==> src/rtl/demux1to4_stream_if.sv <==
// Stream bundle for the 1-to-4 demultiplexer: one input stream in,
// four registered output channels out.
interface demux1to4_stream_if #(
    parameter int DW = 8
);
    logic          in_valid;
    logic          in_ready;
    logic [DW-1:0] in_data;
    logic          in_last;
    logic [1:0]    sel;
    logic [3:0]    out_valid;
    logic [3:0]    out_ready;
    logic [4*DW-1:0] out_data;
    logic [3:0]    out_last;

    modport master (
        output in_valid, in_data, in_last, sel, out_ready,
        input  in_ready, out_valid, out_data, out_last
    );

    modport slave (
        input  in_valid, in_data, in_last, sel, out_ready,
        output in_ready, out_valid, out_data, out_last
    );
endinterface

==> src/rtl/demux1to4_stream.sv <==
// 1-to-4 packet-locked stream demux with a 1-entry register per channel.
// Optional per-channel packet counters are built when DEMUX_CNT_EN is defined.
module demux1to4_stream #(
    parameter int DW = 8,
    parameter int CW = 16
) (
    input  logic            clk,
    input  logic            rst,
    demux1to4_stream_if.slave s,
    output logic            busy,
    output logic [4*CW-1:0] pkt_cnt
);
    typedef enum logic {
        IDLE  = 1'b0,
        ROUTE = 1'b1
    } state_t;

    state_t             state;
    logic [1:0]         ch;
    logic [1:0]         target;
    logic               acc;
    logic [3:0]         vld;
    logic [3:0]         lst;
    logic [3:0][DW-1:0] dat;

    // sel only matters on the first beat; afterwards the locked route wins
    assign target     = (state == ROUTE) ? ch : s.sel;
    assign s.in_ready = ~vld[target] | s.out_ready[target];
    assign acc        = s.in_valid & s.in_ready;

    assign s.out_valid = vld;
    assign s.out_last  = lst;
    assign s.out_data  = dat;

    always_ff @(posedge clk) begin
        if (rst) begin
            state <= IDLE;
            ch    <= 2'd0;
            busy  <= 1'b0;
        end else if (acc) begin
            unique case (state)
                IDLE: begin
                    ch <= s.sel;
                    if (!s.in_last) begin
                        state <= ROUTE;
                        busy  <= 1'b1;
                    end
                end
                ROUTE: begin
                    if (s.in_last) begin
                        state <= IDLE;
                        busy  <= 1'b0;
                    end
                end
                default: begin
                    state <= IDLE;
                    busy  <= 1'b0;
                end
            endcase
        end
    end

    // load takes priority over drain so a channel sustains 1 beat/clk
    always_ff @(posedge clk) begin
        if (rst) begin
            vld <= '0;
            lst <= '0;
            dat <= '0;
        end else begin
            for (int i = 0; i < 4; i++) begin
                if (acc && target == 2'(i)) begin
                    vld[i] <= 1'b1;
                    lst[i] <= s.in_last;
                    dat[i] <= s.in_data;
                end else if (s.out_ready[i]) begin
                    vld[i] <= 1'b0;
                end
            end
        end
    end

`ifdef DEMUX_CNT_EN
    logic [3:0][CW-1:0] cnt;

    always_ff @(posedge clk) begin
        if (rst) begin
            cnt <= '0;
        end else begin
            for (int i = 0; i < 4; i++) begin
                if (vld[i] && s.out_ready[i] && lst[i])
                    cnt[i] <= cnt[i] + CW'(1);
            end
        end
    end

    assign pkt_cnt = cnt;
`else
    assign pkt_cnt = '0;
`endif
endmodule

==> src/flat_wrapper.sv <==
// flat-port wrapper written by rule: the top's interface ports become plain ports
module demux1to4_stream_flat 
#(
    parameter int DW = 8,
    parameter int CW = 16
)
  (clk, rst, busy, pkt_cnt, s_in_valid, s_in_data, s_in_last, s_sel, s_out_ready, s_in_ready, s_out_valid, s_out_data, s_out_last);
  demux1to4_stream_if #(.DW(DW)) s_i ();
  input  logic clk;
  input  logic rst;
  output logic busy;
  output logic [4*CW-1:0] pkt_cnt;
  input wire logic [$bits(s_i.in_valid)-1:0] s_in_valid;
  input wire logic [$bits(s_i.in_data)-1:0] s_in_data;
  input wire logic [$bits(s_i.in_last)-1:0] s_in_last;
  input wire logic [$bits(s_i.sel)-1:0] s_sel;
  input wire logic [$bits(s_i.out_ready)-1:0] s_out_ready;
  output wire logic [$bits(s_i.in_ready)-1:0] s_in_ready;
  output wire logic [$bits(s_i.out_valid)-1:0] s_out_valid;
  output wire logic [$bits(s_i.out_data)-1:0] s_out_data;
  output wire logic [$bits(s_i.out_last)-1:0] s_out_last;
  assign s_i.in_valid = s_in_valid;
  assign s_i.in_data = s_in_data;
  assign s_i.in_last = s_in_last;
  assign s_i.sel = s_sel;
  assign s_i.out_ready = s_out_ready;
  assign s_in_ready = s_i.in_ready;
  assign s_out_valid = s_i.out_valid;
  assign s_out_data = s_i.out_data;
  assign s_out_last = s_i.out_last;
  demux1to4_stream #(.DW(DW), .CW(CW)) u_core (.clk(clk), .rst(rst), .s(s_i), .busy(busy), .pkt_cnt(pkt_cnt));
endmodule
==> config.mk <==
export PLATFORM = sky130hd
export DESIGN_NAME = demux1to4_stream_flat
export DESIGN_NICKNAME = d
export VERILOG_FILES = /design/src/rtl/demux1to4_stream_if.sv /design/src/rtl/demux1to4_stream.sv /design/src/flat_wrapper.sv
export SDC_FILE = /design/constraint.sdc
export NUM_CORES = 1
export LEC_CHECK = 0
export ABC_AREA = 1
export CAP_MARGIN = 15
export CORE_UTILIZATION = 60
export DETAILED_ROUTE_END_ITERATION = 10
export DONT_BUFFER_PORTS = 1
export PLACE_DENSITY = 0.76
export SETUP_SLACK_MARGIN = 0.2
export SLEW_MARGIN = 20
export SYNTH_ARGS = -nofsm -noshare
export SYNTH_HDL_FRONTEND = slang
export SYNTH_SLANG_ARGS = --single-unit
export TNS_END_PERCENT = 5
==> constraint.sdc <==
create_clock -name clk -period 3.3 [get_ports clk]
set_clock_uncertainty 0.2 [all_clocks]
set_input_delay 0.33 -clock clk [delete_from_list [all_inputs] [get_ports clk]]
set_output_delay 0.33 -clock clk [all_outputs]
set_load 0.03 [all_outputs]
==> metrics.md, run 1 <==
| Metric | Value |
|---|---|
| Status | finished clean |
| Layout cell share with drive strength beyond 1 | between 8 and 9% |
| Peak VDD IR | roughly 0.00037 V |
| Max FO, Critical Path | 9 |
| Post-synth EDFFs | 0 |
| Total of max-cap violations | 0 |
| DRT iter0 DRCs | 137 |
| Setup TNS | 0 ps |
| Synth Area per Inst | 7.04 µm² |
| Post-CTS sizing | 0 |
| Min Tclk post-route | 2120 ps |
| Most used DFF post-synth | dfxtp_1 |
| Pwr/cell area | 524 nW/µm² |
| Gate Count Post-Synth | 371 |
| Die area | 4620 µm² |
| Fmax | 0.471 GHz |
| First-pass GRT wire length | about 7700 µm |
| Worst slack, placed | 1220 ps |
| Clk buf depth | 2 |
| Count leader, synth | nand2_1 |
| Post-Syn Area | 2610 µm² |
| RR Endpoint | u_core.s.out_data[30] |
| Part of the cycle the worst path needs | 64.4% |
| Crit Path Category | reg -> out |
| Grt total ovfl | 0 |
| ANT cells | 0 |
| Final Max Tran Viols | 0 |
| Area growth from synthesis to layout | -2.06% |
| CTS buffer count | 5 |
| DR WL/cell | 11.4 µm |
| PortBufs | 0 |
| Mux contribution to synthesized area | 0% |
| Antenna-violating nets left | 0 |
| Final WS setup | 1180 ps |
| H-tree depth | 2 |
| Ys Warns | 0 |
| # hold bufs at CTS | 10 |
| Synth area leaders | dfxtp_1 (34%), buf_4 (18%), nand2_1 (13%), nor2_1 (11%), inv_1 (6.6%) |
| FF+latch count, synth | 44 |
| Die H | ~70 µm |
| Seq/Total Area, Yosys | 33.7% |
| GRT Total Usage | 22.6% |
| Worst-margin pin slew | 612 ps |
| Worst slew margin | between 50% and 60% |
| Die W | 68.0 µm |
| Worst r2r src | u_core.state |
| RD Place Congestion | 0.809 |
| Vias in the first global route | roughly 1.7k |
| Worst hold path depth | 2 |
| Reg clk slew, reported paths | 70 ps |
| Hold Path End | u_core.state |
| CP max stage delay | ~600 ps |
| Synth Area in Simple Gates | 34.6% |
| WL final | just under 5000 µm |
| Hold crit path type | in -> reg |
| Latest clock arrival within the worst-skew pair | 280 ps |
| CTS tree | done |
| Core box area | about 4100 µm² |
| Count of cell types in the netlist | 24 |
| Cell mode on critical path | nand2_1 |
| Initial antenna violation count | 0 |
| Drt pass-1 iters | 4 |
| Lkg Pwr | 1.39 nW |
| Post-CTS Setup Bufs | 0 |
| Synth Area in Compound Gates | approximately 2.1% |
| Vias post-DR | ~1.9k |
| Startpoint Class | flip-flop |
| WHS | 14.8 ps |
| Reg2Reg Setup Slack | 1200 ps |
| Largest family of logic cells by synthesized area | simple AND/OR/NAND/NOR gates |
| Initial core utilization | 63.9% |
| Share of the synthesized area in the top cell type | 33.7% |
| Clock Sinks | 44 |
| Cell Rows | 23 |
| Top post-synthesis cells by count | nand2_1 (90), nor2_1 (78), buf_4 (64), inv_1 (46), dfxtp_1 (44) |
| DR vias/cell | 4.47 |
| Post-detail-place hpwl | 3390 µm |
| XOR/XNOR Fraction of Synth Area | 0.335% |
| Clock Tree Root | clkbuf_8 |
| R2R depth | 12 |
| IO Pins | 124 |
| Worst hold start | s_in_valid |
| RSZ-0062 raised after global routing | no |
| CP max stage cell | dfxtp_1 |
| Synth Area in Adders | 0% |
| Fraction of synthesis flops using an asynchronous set or reset pin | 0% |
| Critical path cell sequence | nand2_2 > nand2_4 > nand2_1 > nand2_1 > nand2_1 > nand2_2 > nand2_8 |
| Req. time, crit path | 2770 ps |
| Crit path capture type | output pin |
| Fin nets | a little under 400 |
| CP arrival | between 1500 and 2000 ps |
| Largest net degree at the start of global routing | 38 |
| Setup violations, final | 0 |
| Residual DRC | 0 |
| Fin. Hold Viols | 0 |
| Synth area leader | dfxtp_1 |
## report_power, final
part	leakage, nW	internal, mW	total [mW]	switching (mW)
Clock	0.0501	0.217	0.386	0.169
Sequential	0.361	0.572	0.678	0.106
Combinational	0.982	0.0654	0.276	0.210
Total	1.39	0.854	1.34	0.485
## per-stage QoR
step                cell area, µm²  power [mW]  std cells  utilization (%)
finish                        2560        1.34        428             62.6
global route                  2560        1.41        428             62.6
CTS                           2540        1.35        426             62.1
detailed placement            2340       0.946        410             57.3
global placement              2340       0.938        410             57.3
floorplan                     2850       0.989        434                -
## sequential cells by signal (all words and copies together), names as in the netlist
signal              flops
u_core.ch               2
u_core.state            1
u_core.s.out_data      32
u_core.s.out_last       4
u_core.s.out_valid      4
u_core.busy             1
## kinds of logic after synthesis
logic type      Yosys count
compound gates            8
xor+xnor                  1
buf+inv                 122
flops                    44
other cells               1
simple gates            195
## layout by cell type (no fill, tap or decap), drive strengths merged
cell / count
nand2: 105
nor2: 79
conb: 64
inv: 48
dfxtp: 44
dlygate4sd3: 12
nand3: 10
a21oi: 7
clkbuf: 5
o21ai: 1
xnor2: 1
nand4: 1
bufinv: 1
## layout make-up
class	count	area [µm²]
clock buffers	5	68.8
clock inverters	1	30.0
fillers	378	1530
inverters	48	188
multi-input cells	268	1210
flip-flops and latches	44	881
well taps	50	62.6
repair buffers	12	120
## critical path: cells and delay by family, from the launching register on
family	cells	cell delay (ps)
AND/OR/NAND/NOR	7	710
flip-flops	1	590
## metal layers
layer / wire length, µm / vias up / share of wire [%] / GRT usage [%]
li1: - / 968 / - / -
met1: 1890 / 852 / 39 / 25.3
met2: 2410 / 86 / 50 / 37.6
met3: 473 / 9 / 9.7 / 9.67
met4: 76 / 0 / 1.6 / 8.59
met5: 0 / - / 0 / 0
## worst max path at each step
stage / startpoint / endpoint / slack (ps) / cells after the start
6_report: u_core.state / s_in_ready / 1180 / 7
5_1_grt: u_core.state / u_core.s.out_data[29] / 1040 / 12
4_1_cts: u_core.state / s_in_ready / 1190 / 7
3_5_place_dp: u_core.state / u_core.s.out_data[30] / 1220 / 12
3_3_place_gp: u_core.state / u_core.s.out_data[5] / 1350 / 10
2_1_floorplan: u_core.state / u_core.s.out_data[0] / 1580 / 13
(Power assumes the default switching activity.)
==> run 2: changes to the inputs <==
==> constraint.sdc (replaced) <==
create_clock -name clk -period 2.1 [get_ports clk]
set_clock_uncertainty 0.2 [all_clocks]
set_input_delay 0.21 -clock clk [delete_from_list [all_inputs] [get_ports clk]]
set_output_delay 0.21 -clock clk [all_outputs]
set_load 0.03 [all_outputs]
==> run 2 against run 1 <==
Effect of this change: the run now ends with hold timing left; combinational power is 89% higher; wire length grew 20%; global-route usage is 0.078 points lower; cell count up 4.9%; total power grew 68%; first-iteration DRC count down 3.6%; critical path type unchanged.
==> metrics.md, run 2 (same netlist as run 1, synthesis figures left out) <==
| Metric | Value |
|---|---|
| Pwr/cell area | 799 nW/µm² (was 524 nW/µm²) |
| DR vias/cell | 4.58 (was 4.47) |
| Hold crit path type | in -> reg (unchanged) |
| Delay-heaviest family, CP | simple AND/OR/NAND/NOR gates (unchanged) |
| Clock Power Share | 30.2% (was 28.8%) |
| Status | complete, but fails checks (was finished clean) |
| Critical path cell sequence | buf_4 > nand2_1 > nand2_2 > nand3_2 > nand2_2 > nor2_8 > nand2_8 (was nand2_2 > nand2_4 > nand2_1 > nand2_1 > nand2_1 > nand2_2 > nand2_8) |
| Max reg flops | 32 (unchanged) |
| Fin. Hold Viols | 4 (was 0) |
| Tot Pwr | 2.26 mW (was 1.34 mW) |
| Final WS setup | 223 ps (was 1180 ps) |
| Failing checks | hold timing |
| Clock Sinks | 44 (unchanged) |
| Clk buf depth | 2 (unchanged) |
| Commonest cells after routing, fill and taps aside | nand2_1 (90), nor2_1 (75), conb_1 (64) (was nand2_1 (90), nor2_1 (78), conb_1 (64)) |
| Post-CTS Setup Bufs | 0 (unchanged) |
| CP arrival | 1470 ps (was 1590 ps) |
| Cell Rows | 23 (unchanged) |
| Max FO, Critical Path | 5 (was 9) |
| Final core occ | 69.0% (was 62.6%) |
| PortBufs | 0 (unchanged) |
| Layout cell share with drive strength beyond 1 | 14.3% (was 8.99%) |
| DRT iter0 DRCs | 132 (was 137) |
| IO Pins | 124 (unchanged) |
| CP max stage cell | dfxtp_2 (was dfxtp_1) |
| Startpoint Class | flip-flop (unchanged) |
| Post-detail-place hpwl | 3430 µm (was 3390 µm) |
| Fin nets | 416 (was 397) |
| Fmax | 0.533 GHz |
| Peak VDD IR | 0.000483 V (was 0.000373 V) |
| Vias in the first global route | 1750 (was 1687) |
| Dpl cell area | 2390 µm² (was 2340 µm²) |
| Req. time, crit path | 1690 ps (was 2770 ps) |
| Core box area | 4090 µm² (unchanged) |
| H-tree depth | 2 (unchanged) |
| GRT Total Usage | 22.5% (was 22.6%) |
| RSZ-0062 raised after global routing | yes (was no) |
| ANT cells | 0 (unchanged) |
| Worst slew margin | 49.9% (was 59.1%) |
| Clock Tree Root | clkbuf_8 (unchanged) |
| Area growth from synthesis to layout | 8.00% (was -2.06%) |
| Most common cell after layout, fill and taps aside | nand2_1 (unchanged) |
| RD Place Congestion | 0.836 (was 0.809) |
| WL final | 5850 µm (was 4860 µm) |
| Die H | 68.0 µm (unchanged) |
| Residual DRC | 0 (unchanged) |
| P_int | 1.42 mW (was 0.854 mW) |
| Crit Path Category | reg -> out (unchanged) |
| Reg clk slew, reported paths | 90 ps (was 70 ps) |
| CTS buffer count | 5 (unchanged) |
| Worst-margin pin slew | 750 ps (was 612 ps) |
| Switching share of power | 37.2% (was 36.2%) |
| Worst slack, placed | 232 ps (was 1220 ps) |
| Total of max-cap violations | 0 (unchanged) |
| Final Max Tran Viols | 0 (unchanged) |
| Latest clock arrival within the worst-skew pair | 290 ps (was 280 ps) |
| Filler instances | 340 (was 378) |
| First-pass GRT wire length | 7800 µm (was 7690 µm) |
| Vias post-DR | 2056 (was 1915) |
| Sequential share of power | 46.7% (was 50.6%) |
| Lkg Pwr | 1.49 nW (was 1.39 nW) |
| Finished Cell Area | 2820 µm² (was 2560 µm²) |
| Antenna-violating nets left | 0 (unchanged) |
| Min Tclk post-route | 1880 ps |
| Cell mode on critical path | nand2_2 (was nand2_1) |
| WHS | -6.80 ps (was 14.8 ps) |
| Initial core utilization | 63.9% (unchanged) |
| Die W | 68.0 µm (unchanged) |
| Grt total ovfl | 0 (unchanged) |
| Part of the cycle the worst path needs | between 80% and 90% |
| Initial antenna violation count | 0 (unchanged) |
| Sw Pwr | 0.838 mW (was 0.485 mW) |
| Largest net degree at the start of global routing | 25 (was 38) |
| Crit path capture type | output pin (unchanged) |
| CP max stage delay | 330 ps (was 590 ps) |
| Die area | 4620 µm² (unchanged) |
| CP Buf/Inv Count | 1 (was 0) |
| Setup violations, final | 0 (unchanged) |
| Drt pass-1 iters | 4 (unchanged) |
| Part of the power in combinational logic | 23.1% (was 20.6%) |
| Setup TNS | 0 ps (unchanged) |
| DR WL/cell | 13.0 µm (was 11.4 µm) |
| CTS tree | done (unchanged) |
## run 2: changes by cell type in the layout (fill, tap and decap cells not counted), sizes merged
| cell | previous run | this run |
|---|---|---|
| buf | 0 | 7 |
| nand2 | 105 | 107 |
| dlygate4sd3 | 12 | 16 |
| clkinv | 0 | 1 |
| nand3 | 10 | 16 |
| clkbuf | 5 | 6 |
## run 2: final cells by class
| cell class | count | area, µm² | area share [%] |
|---|---|---|---|
| repair buffers | 23 | 216 | 7.67 |
| flip-flops and latches | 44 | 882 | 31.3 |
| inverters | 48 | 188 | 6.65 |
| multi-input cells | 276 | 1350 | 47.9 |
| clock inverters | 2 | 38.8 | 1.37 |
| clock buffers | 6 | 82.6 | 2.93 |
| well taps | 50 | 62.6 | 2.22 |
## run 2: routing by layer
| layer | global-route usage, % | routed length [µm] | vias up |
|---|---|---|---|
| li1 | - | - | 1022 |
| met1 | 25.2 | 2250 | 916 |
| met2 | 38.2 | 2920 | 111 |
| met3 | 9.67 | 614 | 7 |
| met4 | 7.03 | 62 | 0 |
| met5 | 0 | 0 | - |
## run 2: stage by stage
stage | instances | hold slack (ps)
6_report | 449 | -6.80
5_1_grt | 449 | 16.4
4_1_cts | 440 | 0.146
3_5_place_dp | 417 | 75.1
3_3_place_gp | 417 | 75.0
2_1_floorplan | 434 | 145
## run 2: what timing repair did
item                                   4_1_cts  5_1_grt
endpoints found under the hold margin       43       14
setup endpoints to repair                    0       36
resized for setup                            0       13
hold buffers                                15        1
## run 2: power by group through the flow
stage	clock network, mW	logic [mW]	registers, mW
floorplan	0	0.487	1.07
global placement	0	0.416	1.07
detailed placement	0	0.425	1.07
CTS	0.687	0.462	1.05
global route	0.724	0.576	1.06
finish	0.681	0.522	1.05
## run 2: worst register-to-register path, stage by stage, from the launching register on
cell and delay [ps]:
dfxtp_2 330, buf_6 120, inv_8 70, nand2_2 50, nand2_2 150, nand3_2 90
nand2_2 130, nor2_8 70, nand2_4 150, nand3_4 170, nand2_1 120, nand2_1 50
nor2_1 90
## run 2: path summary, 6_finish.rpt
kind           startpoint                    to  slack (ps)  cells past startpoint
min reg2reg  u_core.ch[1]          u_core.ch[1]         300                      2
min            s_in_valid  u_core.s.out_data[0]          -7                      3
max reg2reg  u_core.state  u_core.s.out_last[3]         250                     12
max          u_core.state            s_in_ready         220                      7
==> run 3: changes to the inputs <==
--- a/config.mk
+++ b/config.mk
@@ -7,10 +7,12 @@
 export LEC_CHECK = 0
 export ABC_AREA = 1
 export CAP_MARGIN = 15
-export CORE_UTILIZATION = 60
+export CELL_PAD_IN_SITES_DETAIL_PLACEMENT = 1
+export CELL_PAD_IN_SITES_GLOBAL_PLACEMENT = 1
+export CORE_UTILIZATION = 43
 export DETAILED_ROUTE_END_ITERATION = 10
 export DONT_BUFFER_PORTS = 1
-export PLACE_DENSITY = 0.76
+export PLACE_DENSITY_LB_ADDON = 0.1
 export SETUP_SLACK_MARGIN = 0.2
 export SLEW_MARGIN = 20
 export SYNTH_ARGS = -nofsm -noshare
==> run 3 against run 2 <==
Effect of this change: the run still ends with hold timing left; largest power group unchanged; combinational power grew 6.7%; critical path type unchanged; register-to-register slack lost 20 ps; cell count up 6.7%; highest routed layer unchanged; wire length increased by 17%; via count grew 1.3%; total power shrank 4.1%.
==> metrics.md, run 3 (same netlist as run 1, synthesis figures left out) <==
| Metric | Value |
|---|---|
| Status | complete, but fails checks (unchanged) |
| Failing checks | hold timing (unchanged) |
| Cell Rows | 28 (was 23) |
| Crit Path Category | reg -> out (unchanged) |
| Pwr/cell area | 737 nW/µm² (was 799 nW/µm²) |
| Total of max-cap violations | 0 (unchanged) |
| CTS buffer count | 5 (unchanged) |
| Startpoint Class | flip-flop (unchanged) |
| Cell mode on critical path | nand2_4 (was nand2_2) |
| Die W | 79.9 µm (was 68.0 µm) |
| CTS tree | done (unchanged) |
| Residual DRC | 0 (unchanged) |
| RSZ-0062 raised after global routing | yes (unchanged) |
| Clock Tree Root | clkbuf_8 (unchanged) |
| Core box area | 5890 µm² (was 4090 µm²) |
| CP max stage delay | 370 ps (was 330 ps) |
| RD Place Congestion | 0.709 (was 0.836) |
| First-pass GRT wire length | 9020 µm (was 7800 µm) |
| Antenna-violating nets left | 0 (unchanged) |
| Fmax | 0.531 GHz (was 0.533 GHz) |
| DR WL/cell | 14.3 µm (was 13.0 µm) |
| Min Tclk post-route | 1880 ps (about the same) |
| GRT Total Usage | 18.5% (was 22.5%) |
| DR vias/cell | 4.35 (was 4.58) |
| CP max stage cell | dfxtp_4 (was dfxtp_2) |
| Post-detail-place hpwl | 4020 µm (was 3430 µm) |
| CP arrival | 1470 ps (about the same) |
| ANT cells | 0 (unchanged) |
| Setup TNS | 0 ps (unchanged) |
| # hold bufs at CTS | 16 (was 15) |
| Part of the cycle the worst path needs | 89.7% (was 89.4%) |
| Area of the multi-input gates | 1440 µm² (was 1350 µm²) |
| DRT iter0 DRCs | 89 (was 132) |
| Die H | 79.9 µm (was 68.0 µm) |
| Largest net degree at the start of global routing | 29 (was 25) |
| Register area | 885 µm² (was 882 µm²) |
| Vias post-DR | 2082 (was 2056) |
| PortBufs | 0 (unchanged) |
| Area growth from synthesis to layout | 12.3% (was 8.00%) |
| WHS | -68.6 ps (was -6.80 ps) |
| Latest clock arrival within the worst-skew pair | 300 ps (was 290 ps) |
| Delay-heaviest family, CP | simple AND/OR/NAND/NOR gates (unchanged) |
| Most common cell after layout, fill and taps aside | nand2_1 (unchanged) |
| Vias in the first global route | 1868 (was 1750) |
| Drt pass-1 iters | 4 (unchanged) |
| Fin. Hold Viols | 32 (was 4) |
| H-tree depth | 2 (unchanged) |
| CP Buf/Inv Count | 2 (was 1) |
| Initial antenna violation count | 0 (unchanged) |
| Clk buf depth | 2 (unchanged) |
| Initial core utilization | 44.4% (was 63.9%) |
| Filler instances | 792 (was 340) |
| Commonest cells after routing, fill and taps aside | nand2_1 (85), nor2_1 (73), conb_1 (64) (was nand2_1 (90), nor2_1 (75), conb_1 (64)) |
| Req. time, crit path | 1690 ps (about the same) |
| Crit path capture type | output pin (unchanged) |
| Final Max Tran Viols | 0 (unchanged) |
| Critical path cell sequence | buf_6 > inv_8 > nand2_4 > nand2_4 > nand2_1 > nand2_1 > nand2_2 > nand2_4 > nand2_8 (was buf_4 > nand2_1 > nand2_2 > nand3_2 > nand2_2 > nor2_8 > nand2_8) |
| Reg clk slew, reported paths | 80 ps (was 90 ps) |
| Hold crit path type | in -> reg (unchanged) |
| Fin nets | 421 (was 416) |
| Clock Sinks | 44 (unchanged) |
| Peak VDD IR | 0.000367 V (was 0.000483 V) |
| Max reg flops | 32 (unchanged) |
| IO Pins | 124 (unchanged) |
| Layout cell share with drive strength beyond 1 | 16.6% (was 14.3%) |
| Setup violations, final | 0 (unchanged) |
| Max FO, Critical Path | 8 (was 5) |
| Grt total ovfl | 0 (unchanged) |
| Die area | 6390 µm² (was 4620 µm²) |
| Lkg Pwr | 1.51 nW (was 1.49 nW) |
| Tot Pwr | 2.16 mW (was 2.26 mW) |
| WL final | 6830 µm (was 5850 µm) |
[run 3: path summary, 6_finish.rpt]
path / from / to / slack (ps) / cells after the start
max: u_core.state / s_in_ready / 220 / 9
min: s_in_valid / u_core.s.out_valid[3] / -70 / 2
min reg2reg: u_core.state / u_core.state / 320 / 2
max reg2reg: u_core.state / u_core.s.out_data[16] / 230 / 11
[run 3: what timing repair did]
action	CTS	global route
pin swaps	0	11
setup buffers	0	3
setup endpoints to repair	36	44
cloned	0	10
resized for setup	0	30
hold endpoints to repair	44	27
[run 3: cell type report]
type	count	share of cell area, %
Sequential cell	44	30.1
Timing Repair Buffer	26	8.27
Inverter	48	6.40
Clock buffer	7	2.60
Tap cell	75	3.20
Multi-Input combinational cell	278	49.1
Clock inverter	1	0.299
[run 3: power by group]
part | internal, mW | leakage, nW | switching [mW]
logic | 0.146 | 1.11 | 0.411
clock network | 0.239 | 0.0424 | 0.314
registers | 0.898 | 0.362 | 0.156
total | 1.28 | 1.51 | 0.881
[run 3: layer usage]
layer / track usage [%] / part of all wire [%]
met5: 0 / 0
met4: 3.75 / 0.44
met3: 7.43 / 7.0
met2: 32.6 / 51
met1: 21.0 / 41
[run 3: metrics by stage]
stage	util (%)	cells	setup WS, ps	cell area, µm²
after CTS	45.3	466	138	2670
after global placement	41.2	442	196	2420
final	49.9	479	217	2930
after global routing	49.9	479	93.6	2930
after detailed placement	41.2	442	150	2420
after floorplan	-	434	381	2850
